--- config.mk ---
export PLATFORM = sky130hd
export DESIGN_NAME = mem_port_arbiter
export DESIGN_NICKNAME = d
export VERILOG_FILES = /design/src/rtl/mem_port_arbiter.sv
export SDC_FILE = /design/constraint.sdc
export NUM_CORES = 1
export LEC_CHECK = 0
export CAP_MARGIN = 0
export CORE_AREA = 2 2 104 106
export CTS_CLUSTER_SIZE = 16
export DETAILED_ROUTE_END_ITERATION = 6
export DIE_AREA = 0 0 106 108
export GPL_ROUTABILITY_DRIVEN = 1
export PLACE_DENSITY = 0.67
export SYNTH_ARGS = -nofsm -noshare
export SYNTH_HDL_FRONTEND = slang
export SYNTH_SLANG_ARGS = --single-unit
--- constraint.sdc ---
create_clock -name clk -period 1.3 [get_ports clk]
set_input_delay 0.26 -clock clk [delete_from_list [all_inputs] [get_ports clk]]
set_output_delay 0.26 -clock clk [all_outputs]
set_load 0.01 [all_outputs]
--- src/rtl/mem_port_arbiter.sv ---
// Arbitrates one single-port synchronous memory between instruction fetch and load/store data.
// Data wins by default, with a bounded data streak. Optional perf counters: MEM_ARB_PERF_CNT_EN.
module mem_port_arbiter #(
  parameter int ADDRESS_WIDTH   = 32,
  parameter int DATA_WIDTH      = 32,
  parameter int MAX_DATA_STREAK = 4
) (
  input  logic                     clk,
  input  logic                     rst,
  input  logic                     if_req,
  input  logic [ADDRESS_WIDTH-1:0] if_addr,
  output logic                     if_gnt,
  output logic                     if_rvalid,
  output logic [DATA_WIDTH-1:0]    if_rdata,
  output logic                     if_stall,
  input  logic                     d_req,
  input  logic                     d_we,
  input  logic [ADDRESS_WIDTH-1:0] d_addr,
  input  logic [DATA_WIDTH-1:0]    d_wdata,
  output logic                     d_gnt,
  output logic                     d_rvalid,
  output logic [DATA_WIDTH-1:0]    d_rdata,
  output logic                     mem_en,
  output logic                     mem_we,
  output logic [ADDRESS_WIDTH-1:0] mem_addr,
  output logic [DATA_WIDTH-1:0]    mem_wdata,
  input  logic [DATA_WIDTH-1:0]    mem_rdata
`ifdef MEM_ARB_PERF_CNT_EN
  ,
  output logic [31:0]              perf_if_stall_cnt,
  output logic [31:0]              perf_conflict_cnt,
  output logic [31:0]              perf_forced_if_cnt
`endif
);

  localparam int SW = $clog2(MAX_DATA_STREAK + 1);
  localparam logic [SW-1:0] SMAX = SW'(MAX_DATA_STREAK);

  logic [SW-1:0] streak_cnt;
  logic [1:0]    owner;     // {fetch read in flight, data read in flight}
  logic          forced;

  always_comb begin
    if_gnt = 1'b0;
    d_gnt  = 1'b0;
    forced = 1'b0;
    if (!rst) begin
      if (d_req && (!if_req || streak_cnt < SMAX)) begin
        d_gnt = 1'b1;
      end else if (if_req) begin
        if_gnt = 1'b1;
        forced = d_req;
      end
    end
  end

  assign if_stall  = if_req & ~if_gnt;
  assign mem_en    = if_gnt | d_gnt;
  assign mem_we    = d_gnt & d_we;
  assign mem_addr  = if_gnt ? if_addr : (d_gnt ? d_addr : '0);
  assign mem_wdata = d_gnt ? d_wdata : '0;

  // Streak only grows while fetch is actually waiting behind data.
  always_ff @(posedge clk) begin
    if (rst) begin
      streak_cnt <= '0;
      owner      <= 2'b00;
    end else begin
      if (if_req && d_gnt)
        streak_cnt <= (streak_cnt == SMAX) ? streak_cnt : streak_cnt + SW'(1);
      else
        streak_cnt <= '0;
      owner <= {if_gnt, d_gnt & ~d_we};
    end
  end

  assign if_rvalid = owner[1];
  assign d_rvalid  = owner[0];
  assign if_rdata  = owner[1] ? mem_rdata : '0;
  assign d_rdata   = owner[0] ? mem_rdata : '0;

`ifdef MEM_ARB_PERF_CNT_EN
  always_ff @(posedge clk) begin
    if (rst) begin
      perf_if_stall_cnt  <= '0;
      perf_conflict_cnt  <= '0;
      perf_forced_if_cnt <= '0;
    end else begin
      if (if_stall)        perf_if_stall_cnt  <= perf_if_stall_cnt + 32'd1;
      if (if_req && d_req) perf_conflict_cnt  <= perf_conflict_cnt + 32'd1;
      if (forced)          perf_forced_if_cnt <= perf_forced_if_cnt + 32'd1;
    end
  end
`endif

endmodule
==> summary.json <==
{
  "rows": {"value": 37},
  "dieHeight": {"value": 108, "unit": "um"},
  "commonest_non_fill_non_tap_cells_in_the_layout": {"value": "sky130_fd_sc_hd__clkdlybuf4s50_1 (129), sky130_fd_sc_hd__buf_6 (74), sky130_fd_sc_hd__buf_2 (68)"},
  "flow.area_growth_from_synthesis": {"value": 163, "unit": "%"},
  "post-layout-total-power": {"value": 1.95, "unit": "mW"},
  "grt_pass1_wl": {"value": 16900, "unit": "um"},
  "pin_count_of_the_biggest_net_entering_global_routing": {"value": 40},
  "status": {"value": "finished with violations"},
  "placement.io_buffers": {"value": 267},
  "dr.first_iter.drc_count": {"value": 79},
  "grt.overflow.total": {"value": 0},
  "dpl.hpwl": {"value": 8260, "unit": "um"},
  "worstPathArrival": {"value": 1.37, "unit": "ns"},
  "initial_core_util": {"value": 21.2, "unit": "%"},
  "rsz0062_at_grt": {"value": "true"},
  "synthesis.area": {"value": 2170, "unit": "um2"},
  "violations": {"value": "setup timing"},
  "post-place-cells": {"value": 642},
  "top_level_ports": {"value": 268},
  "die_w": {"value": 106, "unit": "um"},
  "worst_setup_path_end_kind": {"value": "output port"},
  "route.vias.total": {"value": 3004},
  "dieArea": {"value": 11400, "unit": "um2"},
  "tritoncts": {"value": "yes"},
  "setup_viol": {"value": 123},
  "worst_hold_path_type": {"value": "flip-flop to flip-flop"},
  "synth_mux_area_share": {"value": 0, "unit": "%"},
  "ys_ff_latch": {"value": 5},
  "timing_hold_violations_final": {"value": 0},
  "worst_setup_path_start_kind": {"value": "flip-flop"},
  "numClockSinks": {"value": 5},
  "grt_antenna_before_repair": {"value": 0},
  "crit_family": {"value": "buffers and inverters"},
  "worstPathCellList": {"value": "buf_6 > and2_4 > clkbuf_16 > nor3b_2 > buf_2"},
  "synth.distinct_cells": {"value": 23},
  "post-route-drc-count": {"value": 0},
  "antenna_violating_nets_post_route": {"value": 0},
  "drv_cap": {"value": 0},
  "fmaxAchievable": {"value": 614, "unit": "MHz"},
  "synth_seq_area_share": {"value": 4.61, "unit": "%"},
  "clockRootBuffer": {"value": "sky130_fd_sc_hd__clkbuf_8"},
  "track_usage": {"value": 18.8, "unit": "%"},
  "syn_nets": {"value": 384},
  "final_cells": {"value": 675},
  "htree_levels": {"value": 1},
  "antennaDiodeCount": {"value": 0},
  "ys.warnings.count": {"value": 0},
  "fin_tns_setup": {"value": -22.31, "unit": "ns"},
  "power.density": {"value": 342, "unit": "nW/um2"},
  "syn_avg_cell_area": {"value": 8.72, "unit": "um2"},
  "placeableCoreArea": {"value": 10200, "unit": "um2"},
  "critical_path.n_buffers_inverters": {"value": 3},
  "firstDrtPassIters": {"value": 3},
  "final_net_count": {"value": 675},
  "largest_family_of_logic_cells_by_synthesized_area": {"value": "simple AND/OR/NAND/NOR gates"},
  "synthesis.instances": {"value": 249},
  "vias_per_cell": {"value": 4.45},
  "worst_slew_pin_slew": {"value": 0.250, "unit": "ns"},
  "leakage": {"value": 2.46, "unit": "nW"},
  "commonest_non_fill_non_tap_cell_in_the_layout": {"value": "sky130_fd_sc_hd__clkdlybuf4s50_1"},
  "path_clk_slew": {"value": 0.04, "unit": "ns"},
  "synth_xor_area_share": {"value": 0, "unit": "%"},
  "drive_gt1_share": {"value": 60.3, "unit": "%"},
  "finalClockSkew": {"value": 0.00366, "unit": "ns"},
  "synth_adder_area_share": {"value": 1.15, "unit": "%"},
  "postRouteWirelength": {"value": 11700, "unit": "um"},
  "worst-path-max-fanout": {"value": 7},
  "maxSlewViolCount": {"value": 0},
  "area_fraction_in_compound_gates_after_synthesis": {"value": 23.4, "unit": "%"},
  "first_global_vias": {"value": 3162},
  "gpl.final_weighted_congestion": {"value": 0.752},
  "period_minus_slack": {"value": 1.63, "unit": "ns"},
  "max_ir_drop_vdd": {"value": 0.192, "unit": "mV"},
  "hold_slack": {"value": 0.539, "unit": "ns"},
  "worstSkewPairLatency": {"value": 0.23, "unit": "ns"},
  "required": {"value": 1.04, "unit": "ns"},
  "min_period_over_period": {"value": 125, "unit": "%"},
  "synth_area_in_simple_gates": {"value": 58.6, "unit": "%"},
  "wl_per_cell": {"value": 17.3, "unit": "um"},
  "numCtsBuffers": {"value": 3},
  "critical_path_class": {"value": "flip-flop to output port"},
  "critical-path-max-stage-delay": {"value": 0.32, "unit": "ns"},
  "worst_slack": {"value": -0.328, "unit": "ns"},
  "clockBufferDepth": {"value": 2},
  "cp_slowest_cell": {"value": "sky130_fd_sc_hd__dfxtp_2"},
  "maxSlewHeadroom": {"value": 83.3, "unit": "%"}
}
[worst register-to-register path, stage by stage, from the launching register on]
cell                      delay, ns
sky130_fd_sc_hd__dfxtp_2       0.32
sky130_fd_sc_hd__buf_6         0.12
sky130_fd_sc_hd__nor2b_4       0.15
sky130_fd_sc_hd__buf_4         0.25
sky130_fd_sc_hd__buf_4         0.16
sky130_fd_sc_hd__and3_1        0.14
[final cells by class]
type | count | area (um2)
Clock buffer | 3 | 41.3
Fill cell | 919 | 4520
Tap cell | 136 | 170
Multi-Input combinational cell | 211 | 2150
Timing Repair Buffer | 316 | 3210
Sequential cell | 5 | 109
Clock inverter | 1 | 5.00
Inverter | 3 | 13.8
[cells by family after synthesis]
logic type,after synthesis
AO/OA/AOI/OAI,34
AND/OR/NAND/NOR,174
buffers and inverters,34
flip-flops,5
adder cells (fa/ha/maj),2
[path summary, 6_finish.rpt]
kind            startpoint             to  slack (ns)  cells after the start
max          streak_cnt[2]  mem_wdata[14]       -0.33                      5
min          streak_cnt[0]  streak_cnt[0]        0.54                      2
min reg2reg  streak_cnt[0]  streak_cnt[0]        0.54                      2
max reg2reg  streak_cnt[2]  streak_cnt[1]        0.10                      5
[report_power, final]
part	total, mW	internal (mW)	leakage (nW)	switching, mW
logic	1.49	0.941	2.39	0.549
clock network	0.298	0.207	0.0255	0.0906
registers	0.161	0.156	0.0427	0.00526
total	1.95	1.30	2.46	0.645
[per-layer routing]
| layer | vias up | share of wire (%) | GRT usage (%) |
|---|---|---|---|
| met5 | - | 0 | 0 |
| met1 | 1390 | 33 | 18.1 |
| met2 | 159 | 55 | 37.6 |
| met3 | 12 | 11 | 7.53 |
| li1 | 1443 | - | - |
| met4 | 0 | 1.6 | 4.04 |
[Yosys cell counts]
master	instances	area share (%)
sky130_fd_sc_hd__buf_2	3	0.69
sky130_fd_sc_hd__nor2b_1	1	0.29
sky130_fd_sc_hd__nor3b_2	28	16
sky130_fd_sc_hd__inv_2	1	0.17
sky130_fd_sc_hd__buf_6	9	4.7
sky130_fd_sc_hd__nor2b_4	1	0.63
sky130_fd_sc_hd__inv_1	2	0.35
sky130_fd_sc_hd__nor3_2	1	0.46
sky130_fd_sc_hd__buf_4	5	1.7
sky130_fd_sc_hd__clkbuf_1	11	1.9
sky130_fd_sc_hd__dfxtp_1	5	4.6
sky130_fd_sc_hd__o21a_1	1	0.35
sky130_fd_sc_hd__and2_1	65	19
sky130_fd_sc_hd__and3_1	3	0.86
sky130_fd_sc_hd__ha_1	2	1.2
sky130_fd_sc_hd__nand2b_1	65	19
sky130_fd_sc_hd__nor3_1	2	0.46
sky130_fd_sc_hd__o32ai_2	28	21
sky130_fd_sc_hd__a21bo_2	1	0.46
sky130_fd_sc_hd__buf_12	3	2.8
sky130_fd_sc_hd__nor2_1	3	0.52
sky130_fd_sc_hd__o32ai_1	4	1.6
sky130_fd_sc_hd__nor3b_1	5	1.7
[registers in the layout (all words and copies together) (netlist names)]
| signal | count |
|---|---|
| owner | 2 |
| streak_cnt | 3 |
[through the flow]
step / setup WS, ns / cell area (um2) / util (%)
detailed placement: -0.977 / 5060 / 49.4
CTS: -0.330 / 5410 / 52.8
floorplan: 0.0473 / 2170 / -
finish: -0.328 / 5710 / 55.8
global route: -0.368 / 5710 / 55.8
global placement: -0.998 / 5060 / 49.4
[repair_timing]
| item | 4_1_cts | 5_1_grt |
|---|---|---|
| gates cloned | 12 | 3 |
| buffers inserted | 16 | 6 |
| endpoints found under the setup margin | 135 | 126 |
| resized for setup | 674 | 73 |
| hold buffers | 0 | 0 |
| endpoints found under the hold margin | 0 | 0 |
| pin swaps | 29 | 28 |
Power figures use the tool's default switching activity.
